`config.mk`:
```
export PLATFORM = sky130hd
export DESIGN_NAME = iter_divider
export DESIGN_NICKNAME = d
export VERILOG_FILES = /design/src/rtl/mdu_pkg.sv /design/src/rtl/div_step.sv /design/src/rtl/iter_divider.sv
export SDC_FILE = /design/constraint.sdc
export NUM_CORES = 1
export LEC_CHECK = 0
export CAP_MARGIN = 15
export CORE_AREA = 2 2 142 144
export CTS_CLUSTER_SIZE = 25
export DETAILED_ROUTE_END_ITERATION = 8
export DIE_AREA = 0 0 144 146
export PLACE_DENSITY = 0.85
export SKIP_LAST_GASP = 1
export SLEW_MARGIN = 25
export SYNTH_ARGS = -nofsm -noshare
export SYNTH_HDL_FRONTEND = slang
export SYNTH_SLANG_ARGS = --single-unit
```
`constraint.sdc`:
```
create_clock -name clk -period 5.2 [get_ports clk]
set_input_delay 0.52 -clock clk [delete_from_list [all_inputs] [get_ports clk]]
set_output_delay 0.52 -clock clk [all_outputs]
set_load 0.005 [all_outputs]
```
`src/rtl/mdu_pkg.sv`:
```
// Shared definitions for the multiply/divide unit (divider and multiplier).
//   - State encoding for the iterative FSMs.
//   - Default operand and counter widths.
//   - Quotient reported on divide-by-zero.
package mdu_pkg;

  localparam int unsigned DEF_WIDTH = 32;
  localparam int unsigned DEF_CNT_W = 6;

  localparam logic [1:0] IDLE = 2'd0;
  localparam logic [1:0] CALC = 2'd1;
  localparam logic [1:0] SIGN = 2'd2;
  localparam logic [1:0] FIN  = 2'd3;

  typedef enum logic [1:0] {
    StIdle = IDLE,
    StCalc = CALC,
    StSign = SIGN,
    StFin  = FIN
  } mdu_state_e;

  // Sized wide so that any WIDTH up to 64 can take its low bits.
  localparam logic [63:0] DIV_BY_ZERO_Q = '1;

endpackage

```
`src/rtl/div_step.sv`:
```
// One radix-2 restoring division iteration (purely combinational).
//   r      : current partial remainder, always < d
//   q_msb  : next dividend bit shifted into the remainder
//   d      : divisor magnitude
//   r_next : partial remainder after the trial subtract
//   q_bit  : resulting quotient bit
module div_step
  import mdu_pkg::*;
#(
  parameter int unsigned WIDTH = DEF_WIDTH
) (
  input  logic [WIDTH-1:0] r,
  input  logic             q_msb,
  input  logic [WIDTH-1:0] d,
  output logic [WIDTH-1:0] r_next,
  output logic             q_bit
);

  // The shifted remainder needs WIDTH+1 bits: with d >= 2^(WIDTH-1) the
  // remainder can have its MSB set, and dropping it would break the compare.
  logic [WIDTH:0] r_shift;
  logic [WIDTH:0] diff;

  always_comb begin
    r_shift = {r, q_msb};
    diff    = r_shift - {1'b0, d};
    // No borrow out of bit WIDTH means r_shift >= d.
    q_bit   = ~diff[WIDTH];
    r_next  = q_bit ? diff[WIDTH-1:0] : r_shift[WIDTH-1:0];
  end

endmodule

```
`src/rtl/iter_divider.sv`:
```
// Iterative radix-2 restoring divider, signed (DIV) and unsigned (DIVU).
// Responds to a one-cycle start pulse and returns quotient/remainder with a
// one-cycle done pulse. Normal latency is WIDTH+2 edges including the
// accepting edge; divide-by-zero completes on the accepting edge itself.
//   clk, rst_n            : clock, asynchronous active-low reset
//   start                 : request pulse, sampled only when idle
//   signed_i              : 1 = signed divide, 0 = unsigned
//   dividend, divisor     : operands, sampled with start
//   busy                  : operation in progress (CALC/SIGN)
//   done                  : one-cycle completion pulse
//   div_by_zero           : divisor was zero, valid with done
//   quotient, remainder   : results, held until overwritten
module iter_divider
  import mdu_pkg::*;
#(
  parameter int unsigned WIDTH = DEF_WIDTH,
  parameter int unsigned CNT_W = DEF_CNT_W
) (
  input  logic             clk,
  input  logic             rst_n,
  input  logic             start,
  input  logic             signed_i,
  input  logic [WIDTH-1:0] dividend,
  input  logic [WIDTH-1:0] divisor,
  output logic             busy,
  output logic             done,
  output logic             div_by_zero,
  output logic [WIDTH-1:0] quotient,
  output logic [WIDTH-1:0] remainder
);

  mdu_state_e       state_q, state_d;
  logic [CNT_W-1:0] cnt_q, cnt_d;
  logic [WIDTH-1:0] r_q, r_d;         // partial remainder
  logic [WIDTH-1:0] q_q, q_d;         // dividend shifting out / quotient shifting in
  logic [WIDTH-1:0] d_q, d_d;         // divisor magnitude
  logic             q_neg_q, q_neg_d;
  logic             r_neg_q, r_neg_d;
  logic [WIDTH-1:0] quotient_q, quotient_d;
  logic [WIDTH-1:0] remainder_q, remainder_d;
  logic             dbz_q, dbz_d;

  logic [WIDTH-1:0] step_r;
  logic             step_bit;

  div_step #(
    .WIDTH (WIDTH)
  ) u_div_step (
    .r      (r_q),
    .q_msb  (q_q[WIDTH-1]),
    .d      (d_q),
    .r_next (step_r),
    .q_bit  (step_bit)
  );

  always_comb begin
    state_d     = state_q;
    cnt_d       = cnt_q;
    r_d         = r_q;
    q_d         = q_q;
    d_d         = d_q;
    q_neg_d     = q_neg_q;
    r_neg_d     = r_neg_q;
    quotient_d  = quotient_q;
    remainder_d = remainder_q;
    dbz_d       = dbz_q;

    case (state_q)
      StIdle: begin
        if (start) begin
          cnt_d = '0;
          r_d   = '0;
          dbz_d = 1'b0;
          if (divisor == '0) begin
            quotient_d  = DIV_BY_ZERO_Q[WIDTH-1:0];
            remainder_d = dividend;
            dbz_d       = 1'b1;
            state_d     = StFin;
          end else begin
            // Magnitude of the most negative value is itself, read as unsigned.
            q_d     = (signed_i && dividend[WIDTH-1]) ? -dividend : dividend;
            d_d     = (signed_i && divisor[WIDTH-1])  ? -divisor  : divisor;
            q_neg_d = signed_i & (dividend[WIDTH-1] ^ divisor[WIDTH-1]);
            r_neg_d = signed_i & dividend[WIDTH-1];
            state_d = StCalc;
          end
        end
      end

      StCalc: begin
        r_d   = step_r;
        q_d   = {q_q[WIDTH-2:0], step_bit};
        cnt_d = cnt_q + CNT_W'(1);
        if (cnt_q == CNT_W'(WIDTH - 1)) begin
          state_d = StSign;
        end
      end

      StSign: begin
        // Quotient truncates toward zero; remainder follows the dividend sign.
        quotient_d  = q_neg_q ? -q_q : q_q;
        remainder_d = r_neg_q ? -r_q : r_q;
        state_d     = StFin;
      end

      StFin: begin
        state_d = StIdle;
      end

      default: begin
        state_d = StIdle;
      end
    endcase
  end

  always_ff @(posedge clk or negedge rst_n) begin
    if (!rst_n) begin
      state_q     <= StIdle;
      cnt_q       <= '0;
      r_q         <= '0;
      q_q         <= '0;
      d_q         <= '0;
      q_neg_q     <= 1'b0;
      r_neg_q     <= 1'b0;
      quotient_q  <= '0;
      remainder_q <= '0;
      dbz_q       <= 1'b0;
    end else begin
      state_q     <= state_d;
      cnt_q       <= cnt_d;
      r_q         <= r_d;
      q_q         <= q_d;
      d_q         <= d_d;
      q_neg_q     <= q_neg_d;
      r_neg_q     <= r_neg_d;
      quotient_q  <= quotient_d;
      remainder_q <= remainder_d;
      dbz_q       <= dbz_d;
    end
  end

  always_comb begin
    busy        = (state_q == StCalc) || (state_q == StSign);
    done        = (state_q == StFin);
    div_by_zero = dbz_q;
    quotient    = quotient_q;
    remainder   = remainder_q;
  end

endmodule
```
==> results.cfg <==
[place]
placed_cells = 1735
hpwlAfterDp_mm = 21.2
dp_slack_ns = 1.21
port_buffers = 134
routabilityCongestion = 0.906

[timing]
setup_ws_ns = 1.51
fin_crit_sh = 0.709
final.setup.tns_ns = 0
hold_viol = 0
rsz0062_at_grt = no
tightestPinTransition_ns = 1.03
fin_skew_ns = 0.00654
slew_violations = 0
period_minus_slack_ns = 3.69
slew_headroom = 0.317
fin_hold_ws_ns = 0.0842
finalSetupViolCount = 0
fmax_mhz = 271

[detailed_routing]
wl_mm = 28.4
post_drt_wl_per_cell_um = 16.0
vias = 10358
ant_nets = 0
drt_iter0_markers = 700
drtPass1Iterations = 6
vias_per_cell = 5.86
remaining_drc_errors = 0

[die]
io_pins = 135
core_um2 = 19300
die-area_um2 = 21000
num_rows = 51
die_h_um = 146
die_x_um = 144
start_util = 0.595

[cts]
cts.sinks = 171
clk_path_buf_depth = 2
htreeDepth = 4
cts_tree = yes
cts_resized = 0
root_buffer = clkbuf_16
cts_setup_buffers = 0
cts.reportedPaths.clkPinSlew_ns = 0.07
ctsHoldBuffers = 0
clkLatencyLatePin_ns = 0.44
cts_buffers = 17

[worst_setup_path]
rr_worst_depth = 11
path_class = register to register
required_ns = 5.48
crit_fanout = 21
critPathArrivalTime_ns = 3.96
worstSetupEndpointType = register
cp-start-kind = register

[synth]
synthTopCellsByArea = dfrtp_1 (37%), o21ai_0 (8.1%), nand2_1 (6.8%)
syn_inst = 1397
ys_types = 62
synthesis.area_um2 = 11500
synth_ff_type = dfrtp_1
synth.net_count = 1507
synth_top_area_share = 0.372
synth_area_per_cell_um2 = 8.24
synth_edf_count = 0
synth_seq_area_share = 0.372
synth_largest_area_cell = dfrtp_1
async_reset_ff_frac = 1.00
ys_ff_latch = 171
yosys_warnings = 0

[status]
status = completed

[grt]
antenna_found_initial = 0
met2_usage = 0.448
grt_use_total = 0.271
use_met3 = 0.0359
grt-busiest-layer = met2
grt_max_degree = 83
grt-ovfl-total = 0
grt_pass1_wl_mm = 46.3
grt_pass1_vias = 9568
grtUsageMet1 = 0.365

[run]
cap_violations = 0

[cells_and_area]
drive_above_1_share = 0.0466
antenna_cells = 0
fin_nets = 1599
area_growth_pct = 18.3
final_cells = 1767

[power]
vdd_drop_max_uv = 345
power_density_nw_per_um2 = 664
p_leak_uw = 0.00575
total_power_uw = 9040

[worst_hold_path]
hp-class = primary input to async pin
synthesized netlist by cell type (14+ instances only):
master	instances
nand2_1	210
o21ai_0	187
dfrtp_1	171
nor2_1	111
a21oi_1	106
xor2_1	89
clkbuf_1	58
xnor2_1	58
inv_1	49
ha_1	41
a31oi_1	37
mux2i_1	35
o31ai_1	30
or3_1	17
nor3_1	14
cell families (layout without fill, tap and decap cells):
kind of cell               Yosys count  after routing  share of synthesized area
xor gates and xnor gates           147            147                      0.112
DFF                                171            171                      0.372
adders and majority gates           42             42                     0.0463
buffers and inverters              122            227                     0.0404
muxes                               37             37                     0.0324
AOI/OAI and AO/OA                  430            430                      0.219
and+or+nand+nor                    448            448                      0.178
cell usage in the layout (no fill, tap or decap), types with 5 or more instances in the layout:
master / count
o41ai_1: 10
xnor2_1: 58
a31oi_1: 37
dfrtp_1: 171
and2_1: 9
nand2_1: 210
o21ai_0: 187
o31ai_1: 30
nor3_1: 14
nand2b_1: 11
or3_1: 17
inv_6: 5
a21o_1: 11
o21a_1: 6
and3_1: 11
nor4_1: 7
clkbuf_16: 17
nor2_1: 109
xor2_1: 89
ha_1: 39
nand3_1: 13
nor2b_1: 11
a21oi_1: 104
mux2i_1: 35
buf_4: 12
inv_1: 49
clkdlybuf4s50_1: 133
or4_1: 12
where the power goes:
part | switching [uW] | internal, uW
Clock | 563 | 666
Sequential | 644 | 1950
Combinational | 2920 | 2300
per-layer routing:
layer	vias to the layer above	wire length, um
li1	5117	-
met1	4877	12800
met2	311	13500
met3	53	1390
met4	0	659
met5	-	0
flip-flops by register name (all words and copies together), names as in the netlist:
name and count:
r_q 32, r_neg_q 1, state_q 2, remainder 32, q_neg_q 1, q_q 32, d_q 32, cnt_q 6
div_by_zero 1, quotient 32
cell type report:
cell class | count | area [um^2]
Multi-Input combinational cell | 1104 | 6830
Fill cell | 1503 | 5710
Sequential cell | 171 | 4280
Timing Repair Buffer | 146 | 1430
Clock buffer | 17 | 425
Tap cell | 265 | 332
Inverter | 49 | 184
Clock inverter | 15 | 140
stage by stage:
step | utilization | instance area (um^2)
2_1_floorplan | - | 11500
3_3_place_gp | 0.675 | 13100
3_5_place_dp | 0.675 | 13100
4_1_cts | 0.705 | 13600
5_1_grt | 0.705 | 13600
6_report | 0.705 | 13600
worst max-delay path, stage by stage (launching register included):
cell and delay (ns):
dfrtp_1 0.47, ha_1 0.43, o21a_1 0.22, o2111ai_1 0.17, o21ba_2 0.22, a31oi_1 0.27
o21bai_1 0.10, a31o_2 0.25, a311oi_4 0.61, buf_4 0.42, mux2i_1 0.25, o21ai_0 0.11
worst paths after layout:
check / endpoint / from / slack [ns]
setup / recovery: r_q[8] / r_q[5] / 1.51
hold / removal: quotient[8] / rst_n / 0.08
setup reg to reg: r_q[8] / r_q[5] / 1.51
hold reg to reg: remainder[5] / remainder[5] / 0.48
max in group asynchronous: state_q[1] / rst_n / 3.91
min in group clk: remainder[5] / remainder[5] / 0.48
No activity file was read; power rests on OpenSTA's default activity.
